===== config.mk =====
export PLATFORM = sky130hd
export DESIGN_NAME = output_dev
export DESIGN_NICKNAME = d
export VERILOG_FILES = /design/src/rtl/output_dev_pkg.sv /design/src/rtl/output_dev.sv
export SDC_FILE = /design/constraint.sdc
export NUM_CORES = 1
export LEC_CHECK = 0
export ABC_AREA = 1
export ABC_CLOCK_PERIOD_IN_PS = 2800
export CAP_MARGIN = 20
export CELL_PAD_IN_SITES_DETAIL_PLACEMENT = 1
export CELL_PAD_IN_SITES_GLOBAL_PLACEMENT = 2
export CORE_MARGIN = 1
export CORE_UTILIZATION = 28
export DETAILED_ROUTE_END_ITERATION = 6
export HOLD_SLACK_MARGIN = 0.12
export PLACE_DENSITY_LB_ADDON = 0.12
export SYNTH_ARGS = -nofsm -noshare
export SYNTH_HDL_FRONTEND = slang
export SYNTH_SLANG_ARGS = --single-unit
export TNS_END_PERCENT = 5

===== constraint.sdc =====
create_clock -name clk -period 2.8 [get_ports clk]
set_clock_uncertainty 0.05 [all_clocks]
set_input_delay 0.84 -clock clk [delete_from_list [all_inputs] [get_ports clk]]
set_output_delay 0.84 -clock clk [all_outputs]
set_load 0.03 [all_outputs]

===== src/rtl/output_dev_pkg.sv =====
// Register offsets and CTRL bit positions shared by the output device and its users.
package output_dev_pkg;

    localparam logic [1:0] ADDR_DATA    = 2'd0;
    localparam logic [1:0] ADDR_CTRL    = 2'd1;
    localparam logic [1:0] ADDR_STATUS  = 2'd2;
    localparam logic [1:0] ADDR_SCRATCH = 2'd3;

    localparam int CTRL_FREEZE = 0;
    localparam int CTRL_CLR    = 1;

endpackage


===== src/rtl/output_dev.sv =====
// Memory-mapped output device: DATA/CTRL/STATUS/SCRATCH word registers behind the CPU bus.
// Optional macro OUTPUT_DEV_WCNT_EN turns STATUS into a count of accepted writes.
module output_dev
    import output_dev_pkg::*;
#(
    parameter int              DW      = 32,
    parameter logic [DW-1:0]   RST_VAL = '0
) (
    input  logic          clk,
    input  logic          rst,
    input  logic          en,
    input  logic [3:2]    addr,
    input  logic [DW-1:0] din,
    output logic [DW-1:0] dout
);

    logic [DW-1:0] data_q, data_d;
    logic [DW-1:0] scratch_q, scratch_d;
    logic          freeze_q, freeze_d;
    logic [DW-1:0] status;

    // CLR is a pulse: it only acts on DATA during the write, so it never needs storage.
    always_comb begin
        data_d    = data_q;
        scratch_d = scratch_q;
        freeze_d  = freeze_q;
        if (en) begin
            case (addr)
                ADDR_DATA: begin
                    if (!freeze_q) data_d = din;
                end
                ADDR_CTRL: begin
                    freeze_d = din[CTRL_FREEZE];
                    if (din[CTRL_CLR]) data_d = '0;
                end
                ADDR_SCRATCH: scratch_d = din;
                default: ;
            endcase
        end
    end

    always_ff @(posedge clk) begin
        if (rst) begin
            data_q    <= RST_VAL;
            scratch_q <= RST_VAL;
            freeze_q  <= 1'b0;
        end else begin
            data_q    <= data_d;
            scratch_q <= scratch_d;
            freeze_q  <= freeze_d;
        end
    end

`ifdef OUTPUT_DEV_WCNT_EN
    logic [DW-1:0] wcnt_q, wcnt_d;
    logic          wr_acc;

    // A frozen DATA write is dropped, so it is not counted either.
    assign wr_acc = en && (addr != ADDR_STATUS) && !((addr == ADDR_DATA) && freeze_q);

    always_comb begin
        wcnt_d = wcnt_q;
        if (wr_acc) wcnt_d = wcnt_q + 1'b1;
    end

    always_ff @(posedge clk) begin
        if (rst) wcnt_q <= '0;
        else     wcnt_q <= wcnt_d;
    end

    assign status = wcnt_q;
`else
    assign status = '0;
`endif

    always_comb begin
        dout = '0;
        case (addr)
            ADDR_DATA:    dout = data_q;
            ADDR_CTRL:    dout = {{(DW-1){1'b0}}, freeze_q};
            ADDR_STATUS:  dout = status;
            ADDR_SCRATCH: dout = scratch_q;
            default:      dout = '0;
        endcase
    end

endmodule


==> impl_metrics.csv, run 1 <==
group,metric,value,unit
yosys,ys_warn_count,0,
yosys,synth_fp_nets,503,
setup_path,start_kind,"primary input",
timing,finalMaxSlewViolations,0,
grt,grt_max_degree,55,
setup_path,critPathKind,"primary input to output port",
route,vias,3035,
setup_path,crit_arrival,1850,ps
route,viasPerCell,4.50,
floorplan,core,10400,sq um
yosys,synthesis.instances,466,
layout,multiInputGateArea,1250,sq um
setup_path,crit_family,"buffers and inverters",
route,wl,8.75,mm
route,post_drt_wl_per_cell,13.0,um
power_and_ir_drop,ir_worst_vdd,0.000275,V
timing,finalSetupViolations,0,
setup_path,crit_slowest_cell,"bufbuf_16",
power_and_ir_drop,switchingPower,0.000633,W
timing,rsz0062_at_grt,"true",
power_and_ir_drop,p_total,0.00230,W
clocking,clock-root-buffer,"clkbuf_8",
setup_path,worst-path-max-fanout,16,
clocking,clk_pin_slew,70,ps
power_and_ir_drop,power_leakage,1.97,nW
route,drtIter0Drc,93,
timing,finalCritPeriodShare,0.978,
grt,grt_overflow,0,
timing,hold_viol,0,
timing,fin_crit,2740,ps
setup_path,end_kind,"output port",
grt,antenna_found_initial,0,
floorplan,die_x,106,um
clocking,h-tree-depth,3,
clocking,cts-buffers-inserted,9,
clocking,postCtsHoldBufs,0,
yosys,synth_edf_count,0,
power_and_ir_drop,p_per_area,555,nW/um^2
power_and_ir_drop,pwr-share-clk,0.399,
yosys,synth_seq_cells,65,
yosys,netlist_area,3030,sq um
setup_path,crit_required,1910,ps
floorplan,fp-row-count,37,
power_and_ir_drop,p_int,0.00167,W
yosys,yosysSeqAreaShare,0.430,
job,cap_violations,0,
yosys,synth_largest_area_cell,"dfxtp_1",
power_and_ir_drop,comb_power_share,0.171,
setup_path,path_cells,"clkdlybuf4s15_1, nand2_2, bufbuf_16, o22ai_1, buf_4",
worst_hold_path,hold_class,"flop to flop",
timing,worstMarginPinSlew,403,ps
status,status,"finished clean",
grt,grt_pass1_vias,3044,
route,ant_nets,0,
layout,syn_to_final_growth,37.1,%
yosys,postSynthAreaPerCell,6.49,sq um
yosys,synth.top_cells.by_count,"inv_1, nor2_1, nand2_1",
layout,post-route-util,0.398,
yosys,synth_top_area_share,0.430,
clocking,ctsLongestPathBuffers,2,
setup_path,critPathBufInv,3,
clocking,worstSkewPairLatency,340,ps
placed_design,post-dp-hpwl,5.60,mm
floorplan,die_h,106,um
clocking,clkSinkCount,65,
clocking,cts_setup_buffers,0,
power_and_ir_drop,swShare,0.275,
floorplan,initial_utilization,0.290,
timing,setup_slack,61.2,ps
timing,timing.fmax,365,MHz
layout,regArea,1300,sq um
placed_design,io_buffers,68,
route,post-route-drc-count,0,
placed_design,pre_cts_ws,-273,ps
yosys,synth_cell_types,18,
timing,slew_headroom,0.731,
grt,grt_usage,0.168,
layout,final_cells,675,
placed_design,gp_congestion,0.698,
clocking,cts_tree,"done",
grt,grt_first_pass_wirelength,14.8,mm
floorplan,pin_count,69,
yosys,synth_most_common_cell,"inv_1",
layout,drive_gt1_frac,0.147,
yosys,async_flop_share,0,
yosys,ys.flop_type,"dfxtp_1",
setup_path,slowest_delay,310,ps
route,firstDrtPassIters,4,
layout,n_fill_cell,1332,
floorplan,dieArea,11200,sq um
layout,fin_nets,571,
layout,antennaDiodeCount,0,
power_and_ir_drop,seq_power_share,0.430,
yosys,synthTopCellsByArea,"dfxtp_1, inv_1, nor2_1",
placed_design,placed_cells,658,
[sequential cells by signal, summed over array words and instances (netlist names)]
register and flops:
scratch_q 32, data_q 32, freeze_q 1
[logic make-up (layout without fill, tap and decap cells)]
logic type | Yosys count | count (layout) | synth area share
buf+inv | 129 | 202 | 0.171
flops | 65 | 65 | 0.430
simple gates | 173 | 173 | 0.222
compound gates | 99 | 99 | 0.177
[through the flow]
stage | hold slack (ps) | setup TNS (ps) | cell area [sq um]
global placement | 384 | -4460 | 3830
finish | 404 | 0 | 4150
global route | 418 | -47.9 | 4150
floorplan | 375 | 0 | 3030
CTS | 410 | 0 | 4140
detailed placement | 397 | -5710 | 3830
[per-layer routing]
metal  vias up  share of wire  GRT usage
li1       1556              -          -
met1      1419           0.47      0.206
met2        52           0.48      0.291
met3         8          0.044     0.0399
met4         0          0.011     0.0506
met5         -              0          0
[power groups by stage]
stage          combinational [W]  clock (W)  sequential (W)
2_1_floorplan           0.000228          0         0.00101
3_3_place_gp            0.000376          0         0.00101
3_5_place_dp            0.000383          0         0.00101
4_1_cts                 0.000400   0.000957        0.000992
5_1_grt                 0.000441   0.000989        0.000997
6_report                0.000393   0.000919        0.000991
[worst register-to-register path: stages, from the launching register on]
cell and delay (ps):
dfxtp_1 350, nand2_1 70, nand3_2 80, buf_4 330, nand2_1 110, nand2_1 80, nor2_1 40
[repair_timing]
item	CTS	global route
cloned	1	0
pin swaps	0	1
hold endpoints to repair	0	0
resized for setup	13	3
endpoints found under the setup margin	32	15
[final cells by class]
type | count | area share
inverter | 101 | 0.0914
multi-input combinational | 272 | 0.302
clock inverter | 6 | 0.0217
timing repair buffer | 85 | 0.196
tap | 136 | 0.0410
sequential | 65 | 0.314
clock buffer | 10 | 0.0332
[path summary, 6_finish.rpt]
kind / from / end / slack [ps] / depth (start not counted)
setup / recovery: addr[3] / dout[19] / 60 / 5
hold / removal: scratch_q[7]$_SDFFE_PP0P_ / scratch_q[7]$_SDFFE_PP0P_ / 400 / 2
setup reg to reg: freeze_q$_SDFFE_PP0P_ / data_q[22]$_SDFFE_PP0P_ / 1600 / 6
hold reg to reg: scratch_q[7]$_SDFFE_PP0P_ / scratch_q[7]$_SDFFE_PP0P_ / 400 / 2
[cell usage in the layout (no fill, tap or decap)]
cell type         n
nand3_2           2
o22ai_1          26
o221ai_2          1
clkbuf_8         10
a21oi_1          34
o21ai_0          34
nand2_1          73
nor2_2            2
dfxtp_1          65
inv_6             1
bufbuf_16         1
inv_1            98
buf_4            41
buf_6             3
bufinv_16         2
o22ai_2           3
buf_12            4
clkinv_2          1
clkinv_4          1
clkinvlp_4        1
inv_2             3
nand2_2           2
clkdlybuf4s50_1  34
o22ai_4           1
nor2_1           89
nand3_1           5
clkdlybuf4s15_1   2
(Power assumes the default switching activity.)
==> inputs of run 2 (changes only) <==
--- a/config.mk
+++ b/config.mk
@@ -10,11 +10,13 @@
 export CAP_MARGIN = 20
 export CELL_PAD_IN_SITES_DETAIL_PLACEMENT = 1
 export CELL_PAD_IN_SITES_GLOBAL_PLACEMENT = 2
-export CORE_MARGIN = 1
+export CORE_MARGIN = 5
 export CORE_UTILIZATION = 28
 export DETAILED_ROUTE_END_ITERATION = 6
 export HOLD_SLACK_MARGIN = 0.12
 export PLACE_DENSITY_LB_ADDON = 0.12
+export SETUP_SLACK_MARGIN = 0.5
+export SKIP_LAST_GASP = 1
 export SYNTH_ARGS = -nofsm -noshare
 export SYNTH_HDL_FRONTEND = slang
 export SYNTH_SLANG_ARGS = --single-unit
==> run 2 against run 1 <==
Compared with the run above:
- worst setup slack better by 200 ps
- first-iteration DRC count is 28% lower
- die area increased by 16%
- largest power group unchanged
- utilization up 4.4 points
- hold slack better by 30 ps
==> impl_metrics.csv, run 2 (same netlist as run 1, synthesis figures left out) <==
group,metric,value,unit
route,drtIter0Drc,67,
layout,final_common_cell,"inv_1",
setup_path,reg2reg_slack,1600,ps
job,cap_violations,0,
layout,antennaDiodeCount,0,
grt,antenna_found_initial,0,
placed_design,pre_cts_ws,-247,ps
timing,holdWs,435,ps
power_and_ir_drop,p_total,0.00228,W
power_and_ir_drop,p_per_area,482,nW/um^2
timing,timing.fmax,394,MHz
timing,rsz0062_at_grt,"true",
layout,syn_to_final_growth,56.3,%
timing,finalCritPeriodShare,0.906,
clocking,h-tree-depth,3,
layout,drive_gt1_frac,0.207,
setup_path,start_kind,"primary input",
route,post_drt_wl_per_cell,13.2,um
floorplan,die_h,114,um
placed_design,gp_congestion,0.696,
setup_path,crit_required,1910,ps
timing,finalMaxSlewViolations,0,
floorplan,dieArea,13000,sq um
route,viasPerCell,4.46,
power_and_ir_drop,ir_worst_vdd,0.000199,V
clocking,clock-root-buffer,"clkbuf_8",
route,post-route-drc-count,0,
grt,grt_pass1_vias,3288,
layout,final_cell_mix,"inv_1, nor2_1, nand2_1",
timing,finalSetupViolations,0,
floorplan,fp-row-count,38,
power_and_ir_drop,power_leakage,2.05,nW
floorplan,pin_count,69,
placed_design,post-dp-hpwl,6.35,mm
grt,grt_max_degree,47,
timing,setup_slack,263,ps
timing,fin_crit,2540,ps
setup_path,worst-path-max-fanout,6,
timing,slew_headroom,0.743,
route,firstDrtPassIters,4,
setup_path,crit_arrival,1650,ps
layout,largest_registers,"data_q x32, scratch_q x32, freeze_q x1",
clocking,worstSkewPairLatency,340,ps
route,ant_nets,0,
timing,worstMarginPinSlew,384,ps
floorplan,core,10700,sq um
floorplan,initial_utilization,0.283,
worst_hold_path,hold_class,"flop to flop",
clocking,ctsLongestPathBuffers,2,
placed_design,io_buffers,68,
layout,fin_nets,577,
clocking,cts_tree,"done",
clocking,clkSinkCount,65,
timing,hold_viol,0,
clocking,clk_pin_slew,70,ps
grt,grt_first_pass_wirelength,15.8,mm
floorplan,die_x,114,um
route,vias,3056,
setup_path,end_kind,"output port",
clocking,cts-buffers-inserted,9,
setup_path,critPathKind,"primary input to output port",
route,wl,9.06,mm
grt,grt_usage,0.153,
status,status,"finished clean",
grt,grt_overflow,0,
run 2: changes by cell type in the layout (fill, tap and decap cells not counted), sizes merged, moves of 2 or more:
cell | before | now
clkbuf | 10 | 15
buf | 48 | 57
bufinv | 2 | 0
clkinv | 2 | 0
clkdlybuf4s15 | 2 | 0
run 2: final timing paths:
kind | from | end | cells after the start
setup reg to reg | freeze_q$_SDFFE_PP0P_ | data_q[5]$_SDFFE_PP0P_ | 6
setup / recovery | addr[3] | dout[27] | 6
hold reg to reg | scratch_q[1]$_SDFFE_PP0P_ | scratch_q[1]$_SDFFE_PP0P_ | 2
hold / removal | scratch_q[1]$_SDFFE_PP0P_ | scratch_q[1]$_SDFFE_PP0P_ | 2
run 2: per-layer routing:
metal | track usage | wire (um) | up-vias
li1 | - | - | 1563
met1 | 0.187 | 4160 | 1439
met2 | 0.260 | 4400 | 48
met3 | 0.0435 | 379 | 6
met4 | 0.0475 | 115 | 0
met5 | 0 | 0 | -
run 2: cell type report:
| cell class | instances | area (sq um) |
|---|---|---|
| sequential | 65 | 1300 |
| multi-input combinational | 272 | 1660 |
| fill | 1314 | 5970 |
| inverter | 101 | 384 |
| tap | 140 | 175 |
| timing repair buffer | 91 | 1010 |
| clock buffer | 15 | 186 |
| clock inverter | 1 | 7.51 |
run 2: through the flow:
| stage | area, sq um | TNS (ps) | std cells | utilization |
|---|---|---|---|---|
| floorplan | 3610 | 0 | 466 | - |
| global placement | 4400 | -5840 | 667 | 0.411 |
| detailed placement | 4400 | -6910 | 667 | 0.411 |
| CTS | 4730 | 0 | 685 | 0.442 |
| global route | 4730 | 0 | 685 | 0.442 |
| finish | 4730 | 0 | 685 | 0.442 |
run 2: worst max-delay path, cell delays in order:
cell and delay (ps):
buf_8 110, nor2_4 150, inv_6 90, buf_12 160
o22ai_4 140, buf_6 150
run 2: report_power, final:
| group | switching, W | internal (W) |
|---|---|---|
| sequential | 0.0000133 | 0.000978 |
| combinational | 0.000285 | 0.000213 |
| clock | 0.000371 | 0.000420 |
run 2: timing repair:
item / CTS / global route
pin swaps: 4 / 0
setup buffers: 1 / 0
resized for setup: 37 / 0
gates cloned: 1 / 0
setup endpoints to repair: 32 / 32
hold buffers: 0 / 0
==> inputs of run 3 (changes only) <==
--- a/config.mk
+++ b/config.mk
@@ -7,7 +7,6 @@
 export LEC_CHECK = 0
 export ABC_AREA = 1
 export ABC_CLOCK_PERIOD_IN_PS = 2800
-export CAP_MARGIN = 20
 export CELL_PAD_IN_SITES_DETAIL_PLACEMENT = 1
 export CELL_PAD_IN_SITES_GLOBAL_PLACEMENT = 2
 export CORE_MARGIN = 5
==> results of run 3 <==
The final DEF is identical to that of run 2; final timing and power are the same.
